File: src/rtl/atm_session_ctrl.sv
// atm_session_ctrl: one-customer ATM session sequencer with
// persistent balance, PIN lockout, idle timeout and saturating deposit.
module atm_session_ctrl #(
  parameter int          BAL_W       = 8,
  parameter int          PIN_W       = 4,
  parameter int unsigned PIN_CODE    = 4'hF,
  parameter int unsigned INIT_BAL    = 16,
  parameter int          PIN_TRIES   = 3,
  parameter int          TIMEOUT     = 20,
  parameter int          LOCK_CYCLES = 50
) (
  input  logic             clk,
  input  logic             rst,
  input  logic             i_card,
  input  logic             i_lang_valid,
  input  logic [1:0]       i_lang,
  input  logic             i_pin_valid,
  input  logic [PIN_W-1:0] i_pin,
  input  logic             i_op_valid,
  input  logic [2:0]       i_op,
  input  logic             i_amt_valid,
  input  logic [BAL_W-1:0] i_amt,
  input  logic             i_conf,
  input  logic             i_cancel,
  output logic [3:0]       o_state,
  output logic [1:0]       o_lang,
  output logic [BAL_W-1:0] o_balance,
  output logic             o_pin_fail,
  output logic             o_locked,
  output logic             o_depConf,
  output logic             o_withConf,
  output logic             o_transferConf,
  output logic             o_balEnq,
  output logic             o_balNotEnough,
  output logic             o_sat,
  output logic             o_timeout
);

  localparam int TRY_W = $clog2(PIN_TRIES + 1);
  localparam int TMO_W = $clog2(TIMEOUT + 1);
  localparam int LCK_W = $clog2(LOCK_CYCLES + 1);

  localparam logic [PIN_W-1:0] PIN_V    = PIN_W'(PIN_CODE);
  localparam logic [BAL_W-1:0] INIT_V   = BAL_W'(INIT_BAL);
  localparam logic [TRY_W-1:0] TRY_MAX  = TRY_W'(PIN_TRIES);
  localparam logic [TMO_W-1:0] TMO_LAST = TMO_W'(TIMEOUT - 1);
  localparam logic [LCK_W-1:0] LCK_LAST = LCK_W'(LOCK_CYCLES - 1);

  typedef enum logic [3:0] {
    S_IDLE     = 4'd0,
    S_LANG     = 4'd1,
    S_PIN      = 4'd2,
    S_MENU     = 4'd3,
    S_AMOUNT   = 4'd4,
    S_CONFIRM  = 4'd5,
    S_BAL_SHOW = 4'd6,
    S_LOCKED   = 4'd7
  } state_t;

  localparam logic [2:0] OP_EXIT = 3'd0;
  localparam logic [2:0] OP_DEP  = 3'd1;
  localparam logic [2:0] OP_WITH = 3'd2;
  localparam logic [2:0] OP_ENQ  = 3'd3;
  localparam logic [2:0] OP_XFER = 3'd4;

  state_t             state;
  logic [TRY_W-1:0]   tries;
  logic [TRY_W-1:0]   tries_inc;
  logic [TMO_W-1:0]   tmo_cnt;
  logic [LCK_W-1:0]   lck_cnt;
  logic [2:0]         op_q;
  logic [BAL_W-1:0]   amt_q;
  logic [BAL_W:0]     dep_sum;
  logic               any_stb;

  assign o_state   = state;
  assign tries_inc = tries + 1'b1;
  assign dep_sum   = {1'b0, o_balance} + {1'b0, amt_q};
  assign any_stb   = i_card | i_lang_valid | i_pin_valid | i_op_valid |
                     i_amt_valid | i_conf | i_cancel;

  // Session FSM: state, counters, latched data and all registered outputs
  always_ff @(posedge clk or posedge rst) begin
    if (rst) begin
      state          <= S_IDLE;
      tries          <= '0;
      tmo_cnt        <= '0;
      lck_cnt        <= '0;
      op_q           <= '0;
      amt_q          <= '0;
      o_lang         <= '0;
      o_balance      <= INIT_V;
      o_pin_fail     <= 1'b0;
      o_locked       <= 1'b0;
      o_depConf      <= 1'b0;
      o_withConf     <= 1'b0;
      o_transferConf <= 1'b0;
      o_balEnq       <= 1'b0;
      o_balNotEnough <= 1'b0;
      o_sat          <= 1'b0;
      o_timeout      <= 1'b0;
    end else begin
      o_pin_fail     <= 1'b0;
      o_depConf      <= 1'b0;
      o_withConf     <= 1'b0;
      o_transferConf <= 1'b0;
      o_balNotEnough <= 1'b0;
      o_sat          <= 1'b0;
      o_timeout      <= 1'b0;

      if (state == S_LOCKED) begin
        // every input is ignored until the lock period expires
        if (lck_cnt == LCK_LAST) begin
          state    <= S_IDLE;
          lck_cnt  <= '0;
          tries    <= '0;
          o_locked <= 1'b0;
        end else begin
          lck_cnt <= lck_cnt + 1'b1;
        end
      end else if (state == S_IDLE) begin
        tmo_cnt <= '0;
        if (i_card) begin
          state <= S_LANG;
        end
      end else if (i_cancel) begin
        // cancel beats every other strobe and any pending timeout
        state    <= S_IDLE;
        tmo_cnt  <= '0;
        op_q     <= '0;
        amt_q    <= '0;
        o_balEnq <= 1'b0;
      end else if (!any_stb && tmo_cnt == TMO_LAST) begin
        state     <= S_IDLE;
        tmo_cnt   <= '0;
        op_q      <= '0;
        amt_q     <= '0;
        o_balEnq  <= 1'b0;
        o_timeout <= 1'b1;
      end else begin
        tmo_cnt <= any_stb ? '0 : tmo_cnt + 1'b1;
        unique case (state)
          S_LANG: begin
            if (i_lang_valid) begin
              o_lang <= i_lang;
              state  <= S_PIN;
            end
          end
          S_PIN: begin
            if (i_pin_valid) begin
              if (i_pin == PIN_V) begin
                tries <= '0;
                state <= S_MENU;
              end else begin
                tries      <= tries_inc;
                o_pin_fail <= 1'b1;
                if (tries_inc >= TRY_MAX) begin
                  state    <= S_LOCKED;
                  lck_cnt  <= '0;
                  o_locked <= 1'b1;
                end
              end
            end
          end
          S_MENU: begin
            if (i_op_valid) begin
              if (i_op == OP_EXIT) begin
                state <= S_IDLE;
              end else if (i_op == OP_DEP || i_op == OP_WITH ||
                           i_op == OP_XFER) begin
                op_q  <= i_op;
                state <= S_AMOUNT;
              end else if (i_op == OP_ENQ) begin
                state    <= S_BAL_SHOW;
                o_balEnq <= 1'b1;
              end
            end
          end
          S_AMOUNT: begin
            if (i_amt_valid && i_amt != '0) begin
              amt_q <= i_amt;
              if (op_q != OP_DEP && i_amt > o_balance) begin
                o_balNotEnough <= 1'b1;
                state          <= S_MENU;
              end else begin
                state <= S_CONFIRM;
              end
            end
          end
          S_CONFIRM: begin
            if (i_conf) begin
              state <= S_MENU;
              if (op_q == OP_DEP) begin
                o_depConf <= 1'b1;
                if (dep_sum[BAL_W]) begin
                  o_balance <= '1;
                  o_sat     <= 1'b1;
                end else begin
                  o_balance <= dep_sum[BAL_W-1:0];
                end
              end else if (op_q == OP_WITH) begin
                o_withConf <= 1'b1;
                o_balance  <= o_balance - amt_q;
              end else begin
                o_transferConf <= 1'b1;
                o_balance      <= o_balance - amt_q;
              end
            end
          end
          S_BAL_SHOW: begin
            if (i_conf) begin
              state    <= S_MENU;
              o_balEnq <= 1'b0;
            end
          end
          default: begin
            state <= S_IDLE;
          end
        endcase
      end
    end
  end

endmodule

File: config.mk
export PLATFORM = sky130hd
export DESIGN_NAME = atm_session_ctrl
export DESIGN_NICKNAME = d
export VERILOG_FILES = /design/src/rtl/atm_session_ctrl.sv
export SDC_FILE = /design/constraint.sdc
export NUM_CORES = 1
export LEC_CHECK = 0
export BUFFER_PORTS_ARGS = -buffer_cell sky130_fd_sc_hd__buf_4
export CAP_MARGIN = 20
export CORE_MARGIN = 10
export CORE_UTILIZATION = 45
export DETAILED_ROUTE_END_ITERATION = 10
export HOLD_SLACK_MARGIN = 0.12
export PLACE_DENSITY = 0.69
export SLEW_MARGIN = 20
export SYNTH_ARGS = -nofsm -noshare
export SYNTH_HDL_FRONTEND = slang
export SYNTH_SLANG_ARGS = --single-unit
File: constraint.sdc
create_clock -name clk -period 3.83 [get_ports clk]
set_clock_uncertainty 0.15 [all_clocks]
set_input_delay 0.9575 -clock clk [delete_from_list [all_inputs] [get_ports clk]]
set_output_delay 0.9575 -clock clk [all_outputs]
set_load 0.02 [all_outputs]
==> impl_metrics.json <==
{
  "status": "completed",
  "core_sq_mm": 0.00679,
  "drc": 0,
  "yosys.area.top_type": "dfrtp_1",
  "root_buffer": "clkbuf_8",
  "fmax_ghz": 0.372,
  "cts_buffers": 5,
  "netlist_area_sq_mm": 0.00314,
  "tns_ps": 0,
  "start_util_pct": 46.2,
  "fp.dieH_microns": 104,
  "ys_seq_area_share_pct": 36.7,
  "synth_top_area_share_pct": 35.8,
  "dr.first_iter.drc_count": 209,
  "max_stage_delay_ps": 640,
  "cts_hold_buf": 0,
  "io_pins": 49,
  "cp-end-kind": "flip-flop",
  "post_cts.repair.setup_buffers": 0,
  "slew_violations": 0,
  "antenna_found_initial": 0,
  "slew-limit-headroom_pct": 45.4,
  "r2r-start": "o_state[0]",
  "layout_common_cells": "buf_4, dfrtp_1, o21ai_0, inv_1",
  "grt_pass1_vias": 2631,
  "die_x_microns": 104,
  "clkSlewWorstSetupHoldPaths_ps": 100,
  "vias": 2714,
  "tightest_slew_ps": 819,
  "cp_cell_sequence": "and3_4 > nor3_2 > nand2_2 > or4_4 > o21ba_4 > a32oi_1",
  "p_leak_nw": 1.64,
  "synth_edf_count": 0,
  "syn_avg_cell_area_sq_um": 8.95,
  "worstHoldStart": "tmo_cnt[4]",
  "ctsResizeCount": 0,
  "hold_class": "reg2reg",
  "cp-startpoint": "o_state[0]",
  "maxCapViolations": 0,
  "wl_per_cell_microns": 16.1,
  "power.density_mw_per_mm2": 534,
  "grt_pass1_wl_mm": 13.1,
  "layout_setup_ws_ps": 1140,
  "timing.reg2reg.setup_slack_ps": 1140,
  "rsz0062_at_grt": "no",
  "synth_seq_cells": 46,
  "diodes": 0,
  "clock_tree.buffer_depth": 2,
  "vdd_drop_max_mv": 0.188,
  "dieArea_sq_mm": 0.0107,
  "gp_congestion": 0.819,
  "cp.arrival_ps": 2710,
  "grtUsageMet3_pct": 2.42,
  "critPathKind": "reg2reg",
  "ys.flop_type": "dfrtp_1",
  "slowest_stage": "dfrtp_1",
  "clkSinkCount": 46,
  "grt-ovfl-total": 0,
  "drt_wl_total_mm": 7.87,
  "cp_data_required_time_ps": 3860,
  "fin_area_sq_mm": 0.00364,
  "crit_fanout": 21,
  "syn_inst": 351,
  "grt.busiest_layer": "met2",
  "syn-num-nets": 406,
  "avgViaCountPerCell": 5.54,
  "final_util_pct": 53.6,
  "synthTopCellsByArea": "dfrtp_1, ha_1, o21ai_0",
  "finalSetupViolations": 0,
  "yosysUniqueCellTypes": 60,
  "final_common_cell": "buf_4",
  "worst_setup_path_start_kind": "flip-flop",
  "async_flop_share_pct": 100,
  "placed_cell_area_sq_mm": 0.00356,
  "dr.pass1.iters": 4,
  "track_usage_pct": 14.3,
  "post-route-period-util_pct": 70.2,
  "clock_latency_ps": 310,
  "synth-warning-count": 0,
  "post-place-ws_ps": 915,
  "use_met2_pct": 22.5,
  "hold_viol": 0,
  "power_mw": 1.94,
  "ant_nets": 0,
  "cts_tree": "done",
  "use_met1_pct": 19.2,
  "fin_crit_ps": 2690,
  "nets": 449,
  "post-dp-hpwl_mm": 6.05,
  "syn2layout_area_growth_pct": 16.0,
  "drive_gt1_share_pct": 18.3,
  "nFillCells": 644,
  "port_buffers": 47,
  "cts_max_level": 2,
  "placement_rows": 30,
  "grt_max_degree": 47
}
[sequential cells by signal, summed over array words and instances, names as in the netlist]
name	cells
tries	2
o_transferConf	1
op_q	3
o_depConf	1
o_timeout	1
o_pin_fail	1
o_balNotEnough	1
o_balance	8
o_balEnq	1
o_lang	2
amt_q	8
lck_cnt	6
o_withConf	1
o_locked	1
o_sat	1
o_state	3
tmo_cnt	5
[path summary, 6_finish.rpt]
kind	to	cells past startpoint
max in group asynchronous	o_balance[5]	2
setup / recovery	o_balance[7]	6
hold / removal	tmo_cnt[4]	1
hold reg to reg	tmo_cnt[4]	1
min in group asynchronous	o_transferConf	2
setup reg to reg	o_balance[7]	6
[layout make-up]
class                   instances  area (sq um)  share of cell area, %
flip-flops and latches         46          1150                   31.6
multi-input cells             264          1830                   50.1
clock inverters                 1          7.51                  0.206
inverters                      30           114                   3.12
well taps                      96           120                   3.30
repair buffers                 47           353                   9.68
clock buffers                   6          72.6                   1.99
[kinds of logic (layout without fill, tap and decap cells)]
kind of cell / after synthesis / after routing / share of synthesized area, %
simple gates: 122 / 122 / 20.9
compound gates: 99 / 99 / 21.0
flops: 46 / 46 / 36.7
buf+inv: 41 / 84 / 5.22
fa+ha+maj: 29 / 29 / 12.0
xor+xnor: 7 / 7 / 1.95
mux: 6 / 6 / 2.03
other cells: 1 / 1 / 0.119
[cells in the mapped netlist, types with 8 or more instances]
master,instances
dfrtp_1,45
nor2b_1,8
nand2_1,25
a21oi_1,21
nor2_1,27
nand3_1,12
inv_1,30
ha_1,27
a22o_1,9
o21ai_0,29
nor3_1,10
nand4_1,8
[power by group]
part / internal, mW / switching, mW / total, mW
Combinational: 0.380 / 0.509 / 0.889
Clock: 0.126 / 0.173 / 0.298
Sequential: 0.589 / 0.168 / 0.757
[metrics by stage]
step	std cells	hold slack (ps)
2_1_floorplan	351	288
3_3_place_gp	483	315
3_5_place_dp	483	308
4_1_cts	490	327
5_1_grt	490	350
6_report	490	327
[per-layer routing]
metal / wire length (microns) / share of wire (%) / up-vias
met4: 119 / 1.5 / 0
li1: - / - / 1350
met3: 352 / 4.5 / 9
met1: 3800 / 48 / 1282
met2: 3610 / 46 / 73
met5: 0 / 0 / -
[worst max-delay path: cells and delay by family, from the launching register on]
kind            cells  cell delay [ps]
simple gates        4             1320
flops               1              640
compound gates      2              440
(Power assumes the default switching activity.)
